### src/rtl/cpu_pkg.sv
// Shared CPU constants: data width, register count and ALU opcodes.
package cpu_pkg;

  localparam int unsigned CPU_DW   = 8;
  localparam int unsigned CPU_NREG = 16;
  localparam int unsigned SEL_W    = 4;
  localparam int unsigned OP_W     = 3;

  localparam logic [OP_W-1:0] ALU_PASS = 3'b000;
  localparam logic [OP_W-1:0] ALU_TEST = 3'b001;
  localparam logic [OP_W-1:0] ALU_ADD  = 3'b010;
  localparam logic [OP_W-1:0] ALU_SUB  = 3'b011;
  localparam logic [OP_W-1:0] ALU_SHL  = 3'b100;

endpackage

### src/rtl/datapath_if.sv
// Controller-to-datapath strobe/result bus.
interface datapath_if #(
  parameter int unsigned DW = cpu_pkg::CPU_DW
);
  import cpu_pkg::*;

  logic              en_rf;
  logic              r_wf;
  logic [SEL_W-1:0]  sel_rf;
  logic              en_reg;
  logic              en_imm;
  logic [DW-1:0]     imm;
  logic              sel_mux;
  logic              en_alu;
  logic [OP_W-1:0]   sel_alu;
  logic [DW-1:0]     alu_out;
  logic              alu_zero;
  logic              alu_carry;

  modport master (
    output en_rf, r_wf, sel_rf, en_reg, en_imm, imm, sel_mux, en_alu, sel_alu,
    input  alu_out, alu_zero, alu_carry
  );

  modport slave (
    input  en_rf, r_wf, sel_rf, en_reg, en_imm, imm, sel_mux, en_alu, sel_alu,
    output alu_out, alu_zero, alu_carry
  );

endinterface

### src/rtl/dp_alu.sv
// Combinational ALU: PASS/TEST/ADD/SUB/SHL; valid=0 flags reserved opcodes.
module dp_alu
  import cpu_pkg::*;
#(
  parameter int unsigned DW = CPU_DW
) (
  input  logic [DW-1:0]   a,
  input  logic [DW-1:0]   b,
  input  logic [OP_W-1:0] op,
  output logic [DW-1:0]   result,
  output logic            zero,
  output logic            carry,
  output logic            valid
);

  logic [DW:0] wide;

  always_comb begin
    result = '0;
    carry  = 1'b0;
    valid  = 1'b1;
    wide   = '0;
    case (op)
      ALU_PASS, ALU_TEST: result = b;
      ALU_ADD: begin
        wide   = {1'b0, a} + {1'b0, b};
        result = wide[DW-1:0];
        carry  = wide[DW];
      end
      ALU_SUB: begin
        // Top bit of the extended difference is the borrow.
        wide   = {1'b0, a} - {1'b0, b};
        result = wide[DW-1:0];
        carry  = wide[DW];
      end
      ALU_SHL: result = (a[DW-1:3] != '0) ? '0 : (b << a[2:0]);
      default: valid = 1'b0;
    endcase
    zero = (result == '0);
  end

endmodule

### src/rtl/datapath.sv
// Register file, operand registers and registered ALU result/flags.
// Optional debug read port enabled by DATAPATH_DBG_EN.
module datapath
  import cpu_pkg::*;
#(
  parameter int unsigned DW   = CPU_DW,
  parameter int unsigned NREG = CPU_NREG
) (
  input  logic           clk,
  input  logic           rst,
  datapath_if.slave      bus
`ifdef DATAPATH_DBG_EN
  ,
  input  logic [SEL_W-1:0] dbg_sel,
  output logic [DW-1:0]    dbg_data
`endif
);

  localparam int unsigned IDX_W = $clog2(NREG);

  logic [DW-1:0] rf [NREG];
  logic [DW-1:0] rd_q;
  logic [DW-1:0] imm_q;
  logic [DW-1:0] a_q;
  logic [DW-1:0] operand_b;
  logic [DW-1:0] alu_res;
  logic          alu_z;
  logic          alu_c;
  logic          alu_vld;
  logic          carry_op;

  assign operand_b = bus.sel_mux ? rd_q : imm_q;
  assign carry_op  = (bus.sel_alu == ALU_ADD) || (bus.sel_alu == ALU_SUB);

  dp_alu #(.DW(DW)) u_alu (
    .a      (a_q),
    .b      (operand_b),
    .op     (bus.sel_alu),
    .result (alu_res),
    .zero   (alu_z),
    .carry  (alu_c),
    .valid  (alu_vld)
  );

  // Every strobe acts on pre-edge values; reset wins over all of them.
  always_ff @(posedge clk) begin
    if (rst) begin
      for (int unsigned i = 0; i < NREG; i++) rf[IDX_W'(i)] <= '0;
      rd_q          <= '0;
      imm_q         <= '0;
      a_q           <= '0;
      bus.alu_out   <= '0;
      bus.alu_zero  <= 1'b1;
      bus.alu_carry <= 1'b0;
    end else begin
      if (bus.en_rf && bus.r_wf)  rd_q <= rf[IDX_W'(bus.sel_rf)];
      if (bus.en_rf && !bus.r_wf) rf[IDX_W'(bus.sel_rf)] <= bus.alu_out;
      if (bus.en_imm) imm_q <= bus.imm;
      if (bus.en_reg) a_q <= operand_b;
      if (bus.en_alu && alu_vld) begin
        bus.alu_out  <= alu_res;
        bus.alu_zero <= alu_z;
        if (carry_op) bus.alu_carry <= alu_c;
      end
    end
  end

`ifdef DATAPATH_DBG_EN
  assign dbg_data = rf[IDX_W'(dbg_sel)];
`endif

endmodule

### src/flat_wrapper.sv
// flat-port wrapper written by rule: the top's interface ports become plain ports
module datapath_flat import cpu_pkg::*;
#(
  parameter int unsigned DW   = CPU_DW,
  parameter int unsigned NREG = CPU_NREG
)
  (clk, rst, bus_en_rf, bus_r_wf, bus_sel_rf, bus_en_reg, bus_en_imm, bus_imm, bus_sel_mux, bus_en_alu, bus_sel_alu, bus_alu_out, bus_alu_zero, bus_alu_carry);
  datapath_if #(.DW(DW)) bus_i ();
  input  logic clk;
  input  logic rst;
  input wire logic [$bits(bus_i.en_rf)-1:0] bus_en_rf;
  input wire logic [$bits(bus_i.r_wf)-1:0] bus_r_wf;
  input wire logic [$bits(bus_i.sel_rf)-1:0] bus_sel_rf;
  input wire logic [$bits(bus_i.en_reg)-1:0] bus_en_reg;
  input wire logic [$bits(bus_i.en_imm)-1:0] bus_en_imm;
  input wire logic [$bits(bus_i.imm)-1:0] bus_imm;
  input wire logic [$bits(bus_i.sel_mux)-1:0] bus_sel_mux;
  input wire logic [$bits(bus_i.en_alu)-1:0] bus_en_alu;
  input wire logic [$bits(bus_i.sel_alu)-1:0] bus_sel_alu;
  output wire logic [$bits(bus_i.alu_out)-1:0] bus_alu_out;
  output wire logic [$bits(bus_i.alu_zero)-1:0] bus_alu_zero;
  output wire logic [$bits(bus_i.alu_carry)-1:0] bus_alu_carry;
  assign bus_i.en_rf = bus_en_rf;
  assign bus_i.r_wf = bus_r_wf;
  assign bus_i.sel_rf = bus_sel_rf;
  assign bus_i.en_reg = bus_en_reg;
  assign bus_i.en_imm = bus_en_imm;
  assign bus_i.imm = bus_imm;
  assign bus_i.sel_mux = bus_sel_mux;
  assign bus_i.en_alu = bus_en_alu;
  assign bus_i.sel_alu = bus_sel_alu;
  assign bus_alu_out = bus_i.alu_out;
  assign bus_alu_zero = bus_i.alu_zero;
  assign bus_alu_carry = bus_i.alu_carry;
  datapath #(.DW(DW), .NREG(NREG)) u_core (.clk(clk), .rst(rst), .bus(bus_i));
endmodule
### config.mk
export PLATFORM = sky130hd
export DESIGN_NAME = datapath_flat
export DESIGN_NICKNAME = d
export VERILOG_FILES = /design/src/rtl/cpu_pkg.sv /design/src/rtl/datapath_if.sv /design/src/rtl/dp_alu.sv /design/src/rtl/datapath.sv /design/src/flat_wrapper.sv
export SDC_FILE = /design/constraint.sdc
export NUM_CORES = 1
export LEC_CHECK = 0
export CAP_MARGIN = 20
export CELL_PAD_IN_SITES_DETAIL_PLACEMENT = 1
export CELL_PAD_IN_SITES_GLOBAL_PLACEMENT = 2
export CORE_MARGIN = 2
export CORE_UTILIZATION = 38
export CTS_CLUSTER_SIZE = 10
export DETAILED_ROUTE_END_ITERATION = 8
export PLACE_DENSITY = 0.8
export SLEW_MARGIN = 20
export SYNTH_ARGS = -nofsm -noshare
export SYNTH_HDL_FRONTEND = slang
export SYNTH_HIERARCHICAL = 1
export SYNTH_SLANG_ARGS = --single-unit
### constraint.sdc
create_clock -name clk -period 3.69 [get_ports clk]
set_input_delay 0.9225 -clock clk [delete_from_list [all_inputs] [get_ports clk]]
set_output_delay 0.9225 -clock clk [all_outputs]
set_load 0.02 [all_outputs]
==> results of run 1 <==
worst max path at each step:
stage | cells after the start | start | to
2_1_floorplan | 13 | bus_sel_mux | u_core/bus.alu_zero
3_3_place_gp | 12 | bus_sel_mux | u_core/bus.alu_zero
3_5_place_dp | 12 | bus_sel_mux | u_core/bus.alu_zero
4_1_cts | 12 | bus_sel_mux | u_core/bus.alu_zero
5_1_grt | 12 | bus_sel_mux | u_core/bus.alu_zero
6_report | 12 | bus_sel_mux | u_core/bus.alu_zero
what timing repair did:
action | 4_1_cts | 5_1_grt
buffers inserted | 1 | 1
endpoints found under the setup margin | 1 | 3
gates resized for setup | 2 | 4
pin swaps | 1 | 1
layer usage:
metal  wire length (µm)  part of all wire
met5                  0                 0
met4                458             0.018
met3                739             0.030
met2              12400              0.50
met1              11200              0.45
Yosys cell counts (2+ instances only):
cell type	number	area, µm²
and2_1	131	820
edfxtp_1	128	3840
mux2i_1	81	811
nor2_1	45	169
dfxtp_1	34	681
nand2_1	29	109
a21oi_1	22	110
clkbuf_1	22	82.6
ha_1	17	213
o22ai_1	16	100
inv_1	15	56.3
nor2_4	12	135
mux2_2	11	124
or2_1	10	62.6
a22oi_1	9	67.6
o21ai_0	9	45.0
a221oi_1	8	70.1
nor3_1	8	40.0
nor4_1	8	50.1
or2_2	8	50.1
mux4_2	7	158
a211oi_1	6	45.0
buf_2	6	30.0
nand3b_1	6	45.0
buf_6	5	56.3
o21ai_1	5	25.0
buf_4	4	30.0
nand2_4	4	45.0
nand2b_1	4	25.0
nor2b_1	4	25.0
nor3_4	4	65.1
a21o_1	3	22.5
buf_8	3	45.0
nand3_1	3	15.0
o31ai_1	3	22.5
a21boi_0	2	15.0
a221o_1	2	20.0
fa_1	2	40.0
nor3b_1	2	15.0
o21bai_1	2	15.0
o221ai_1	2	17.5
xor2_1	2	17.5
kinds of logic (layout without fill, tap and decap cells):
| kind of cell | count (synthesis) | in the layout |
|---|---|---|
| compound gates | 99 | 99 |
| xor+xnor | 3 | 3 |
| fa+ha+maj | 19 | 19 |
| buf+inv | 57 | 152 |
| flops | 162 | 162 |
| mux | 99 | 99 |
| simple gates | 291 | 291 |
sequential cells by signal, indices dropped and copies added, names as in the netlist:
register              flops
u_core/rd_q               8
u_core/bus.alu_zero       1
u_core/rf               128
u_core/bus.alu_out        8
u_core/a_q                8
u_core/bus.alu_carry      1
u_core/imm_q              8
critical path, delay by kind of cell:
kind	cells	cell delay, ns
simple gates	6	1.19
compound gates	2	0.65
mux	1	0.38
fa+ha+maj	1	0.33
buf+inv	2	0.24
stage by stage:
stage / util / setup slack, ns / instances / total power (W)
6_report: 0.455 / 0.348 / 1110 / 0.00437
5_1_grt: 0.455 / 0.221 / 1110 / 0.00454
4_1_cts: 0.454 / 0.00375 / 1109 / 0.00441
3_5_place_dp: 0.427 / -0.471 / 1076 / 0.00267
3_3_place_gp: 0.427 / -0.406 / 1076 / 0.00265
2_1_floorplan: - / 0.0682 / 730 / 0.00244
layout by cell type (no fill, tap or decap), drive strengths merged, types with 6 or more instances in the layout:
| master | netlist | layout |
|---|---|---|
| clkdlybuf4s50 | 0 | 28 |
| mux4 | 7 | 7 |
| a221oi | 8 | 8 |
| a21oi | 23 | 23 |
| mux2i | 81 | 81 |
| o21ai | 14 | 14 |
| nor2 | 58 | 58 |
| nor3 | 12 | 12 |
| and2 | 131 | 131 |
| nor4 | 9 | 9 |
| or2 | 18 | 18 |
| ha | 17 | 17 |
| buf | 20 | 76 |
| inv | 15 | 23 |
| a211oi | 6 | 6 |
| nand2 | 33 | 33 |
| mux2 | 11 | 11 |
| o22ai | 16 | 16 |
| edfxtp | 128 | 128 |
| a22oi | 9 | 9 |
| dfxtp | 34 | 34 |
| nand3b | 6 | 6 |
| clkbuf | 22 | 17 |
report_power, final:
part	switching, W	internal (W)
clock	0.000829	0.000908
combinational	0.000321	0.000237
sequential	0.0000436	0.00203
total	0.00119	0.00318
area by class of cell:
| type | count | area (µm²) | area share |
|---|---|---|---|
| tap | 285 | 357 | 0.0348 |
| inverter | 15 | 56.3 | 0.00550 |
| clock inverter | 15 | 163 | 0.0159 |
| sequential | 162 | 4520 | 0.442 |
| clock buffer | 17 | 425 | 0.0416 |
| multi-input combinational | 511 | 3850 | 0.377 |
| timing repair buffer | 105 | 856 | 0.0836 |
==> metrics.yaml, run 1 <==
grt_antenna_before_repair: 0
min_to: "u_core/bus.alu_zero"
cts.sink_count: 162
hold_viol_final: 0
first_pass_iters: 5
wl_per_cell_um: 22.3
worst-r2r-cell-count: 12
synthToLayoutAreaGrowth_pct: 17.9
finClkSkew_ns: 0.00852
io_buffers: 32
drv_cap: 0
cpMostUsedCell: "a221o_1"
fp.dieH_um: 155
start_util: 0.386
rrSetupSlack_ns: 0.66
synth.net_count: 772
dieArea_um2: 24100
top_usage_layer: "met2"
crit-reg2reg-launch: "u_core/a_q[0]"
hp-start: "u_core/bus.alu_zero"
yosys-mux-area-fraction: 0.126
ys.flop_type: "edfxtp_1"
relSlewSlack: 0.484
ir_drop_mv: 0.245
num-fill-cells: 2391
remaining_drc_errors: 0
first_iter_violations: 324
n_antenna_cell: 0
slowest_delay_ns: 0.53
cp.required_ns: 4.06
hold_buffers: 0
yosys.area_share.simple: 0.207
core_um2: 22500
num_io_pins: 33
dp_hpwl_mm: 18.4
nNetsFinal: 854
status: "finished, final reports clean"
leakagePower_nw: 4.06
numCtsBuffers: 17
worst_pin_slew_ns: 0.773
grt_use_met3: 0.0343
drive_above_1_share: 0.201
htreeDepth: 4
fin_crit_sh: 0.906
cts_root_buf: "clkbuf_16"
synth-edff-count: 128
synth_top_family_by_area: "simple AND/OR/NAND/NOR gates"
crit_arrival_ns: 3.71
num_rows: 55
cts_tree: "done"
yosysWarnings: 6
globalRouteMet2Util: 0.365
synthAdderAreaFrac: 0.0291
tns_ns: 0
crit_path_max_fanout: 8
synth-xor-area-share: 0.00303
rsz0062_at_grt: "no"
seq_area_frac_synth: 0.521
met1_usage: 0.279
synth_seq_cells: 162
ys_types: 68
ant_nets: 0
grt_pass1_vias: 6425
end_kind: "register"
clock_latency_ns: 0.43
setup_viol: 0
worst_hold_slack_ns: 0.513
die-width_um: 155
grt_util_all_layers: 0.213
stdcell_area_um2: 10200
cp-start-kind: "input port"
async_reset_ff_frac: 0
cpMaxStageDelayCell: "or4_4"
wl_mm: 24.8
hold_path_class: "reg -> reg"
clockBufferDepth: 2
synth-compound-area-share: 0.0762
holdPathStages: 2
rr_endpoint: "u_core/bus.alu_zero"
pwr_density_cell_nw_per_um2: 427
synthCells: 730
final_max_slew_viol_count: 0
overflow: 0
worstPathCellList: "dlymetal6s2s_1 > mux2_2 > inv_1 > ha_2 > nor3b_2 > nor3_2 > a221o_1 > a221o_1 > or4_4 > nor4_2 > nand2_1 > nand3b_1"
post_dp_cell_area_um2: 9610
grt_pass1_wl_mm: 38.2
crit_type: "in -> reg"
synth_area_per_cell_um2: 11.9
grt_max_degree: 51
routed_via_density: 5.42
gp_congestion: 0.837
fmax_ghz: 0.299
syn_area_um2: 8680
vias: 6012
finalCriticalPeriod_ns: 3.34
path_clk_slew_ns: 0.07
(Power assumes the default switching activity.)
==> run 2, diff against run 1 <==
- CELL_PAD_IN_SITES_GLOBAL_PLACEMENT: 2 -> 1
- CORE_UTILIZATION: 38 -> 45
==> metrics.yaml, run 2 (synthesized netlist as in run 1, its figures left out) <==
grt_max_degree: 51
drive_above_1_share: 0.190
crit_type: "in -> reg"
mostFrequentLayoutCells: "and2_1, edfxtp_1, mux2i_1"
met1_usage: 0.313
synthToLayoutAreaGrowth_pct: 17.1
setup_viol: 0
drv_cap: 0
die-width_um: 143
grt_pass1_wl_mm: 37.3
cts.sink_count: 162
status: "finished, final reports clean"
instances_no_fill: 1081
crit_path_max_fanout: 7
relSlewSlack: 0.546
worstPathCellList: "dlygate4sd2_1 > mux2_2 > inv_1 > ha_1 > buf_4 > a211o_1 > a21o_1 > a2bb2oi_1 > o221ai_1 > or4_4 > nor4_2 > nand2_1 > nand3b_1"
crit_arrival_ns: 3.81
first_pass_iters: 5
vias: 6064
ant_nets: 0
regMostFlops: "u_core/rf"
routed_via_density: 5.61
fp.dieH_um: 143
cpMaxStageDelayCell: "or4_4"
nNetsFinal: 849
tns_ns: 0
leakagePower_nw: 4.03
num_io_pins: 33
cts_tree: "done"
fin_crit_sh: 0.934
pwr_density_cell_nw_per_um2: 437
clockBufferDepth: 2
hold_buffers: 0
first_iter_violations: 461
dp.cells: 1048
wl_per_cell_um: 22.3
htreeDepth: 4
wl_mm: 24.1
cts_root_buf: "clkbuf_16"
largest_reg_flops: 128
gp_congestion: 0.895
num_rows: 50
finClkSkew_ns: 0.0173
hold_viol_final: 0
globalRouteMet2Util: 0.424
cp-start-kind: "input port"
finalCriticalPeriod_ns: 3.45
grt_pass1_vias: 6450
fmax_ghz: 0.290
clock_latency_ns: 0.43
io_buffers: 32
dp_hpwl_mm: 17.6
rsz0062_at_grt: "no"
remaining_drc_errors: 0
worst_hold_slack_ns: 0.499
top_usage_layer: "met2"
grt_antenna_before_repair: 1
grt_use_met3: 0.0449
dieArea_um2: 20400
ir_drop_mv: 0.363
worst_pin_slew_ns: 0.680
grt_util_all_layers: 0.247
core_um2: 18800
overflow: 0
layout_commonest_cell: "and2_1"
rrSetupSlack_ns: 0.71
end_kind: "register"
slowest_delay_ns: 0.56
final_max_slew_viol_count: 0
start_util: 0.461
hold_path_class: "reg -> reg"
cp.required_ns: 4.05
path_clk_slew_ns: 0.06
numCtsBuffers: 17
[run 2: cell count changes in the layout (fill, tap and decap cells not counted), moves of 2 or more]
| cell | delta |
|---|---|
| inv_6 | -2 |
| clkinv_8 | -3 |
| bufinv_16 | +2 |
| clkbuf_8 | +4 |
| buf_4 | -5 |
| inv_8 | -3 |
[run 2: path summary, 6_finish.rpt]
path	from	end	cells after the start
setup / recovery	bus_sel_mux	u_core/bus.alu_zero	13
hold / removal	u_core/imm_q[7]	u_core/imm_q[7]	2
setup reg to reg	u_core/a_q[0]	u_core/bus.alu_zero	12
hold reg to reg	u_core/imm_q[7]	u_core/imm_q[7]	2
[run 2: timing repair]
item                       in CTS  in global routing
setup endpoints to repair       1                  0
buffers inserted                0                  0
gates resized for setup         1                  0
[run 2: layout make-up]
cell class / count / area [µm²]
Antenna cell: 1 / 2.50
Clock buffer: 21 / 480
Clock inverter: 11 / 126
Fill cell: 1964 / 8670
Inverter: 15 / 56.3
Multi-Input combinational cell: 511 / 3830
Sequential cell: 162 / 4520
Tap cell: 260 / 325
Timing Repair Buffer: 100 / 815
[run 2: layer usage]
| layer | share of wire | vias up |
|---|---|---|
| met5 | 0 | - |
| met4 | 0.026 | 0 |
| met3 | 0.038 | 40 |
| met2 | 0.50 | 148 |
| met1 | 0.43 | 3080 |
| li1 | - | 2796 |
[run 2: report_power, final]
group	switching (W)	leakage, nW	internal, W	total [W]
sequential	0.0000391	1.60	0.00203	0.00207
combinational	0.000323	2.14	0.000237	0.000560
clock	0.000737	0.290	0.00107	0.00181
[run 2: stage by stage]
step / setup WS [ns] / power [W] / area [µm²] / util
after floorplan: 0.0682 / 0.00244 / 8680 / -
after global placement: -0.386 / 0.00264 / 9560 / 0.508
after detailed placement: -0.449 / 0.00266 / 9560 / 0.508
after CTS: 0.249 / 0.00447 / 10200 / 0.540
after global routing: 0.0785 / 0.00459 / 10200 / 0.540
final: 0.245 / 0.00444 / 10200 / 0.540
[run 2: critical path: cells and delay by family]
family | cells | cell delay, ns
AO/OA/AOI/OAI | 4 | 0.80
buffers and inverters | 3 | 0.54
AND/OR/NAND/NOR | 4 | 0.85
multiplexers | 1 | 0.39
adder cells (fa/ha/maj) | 1 | 0.31
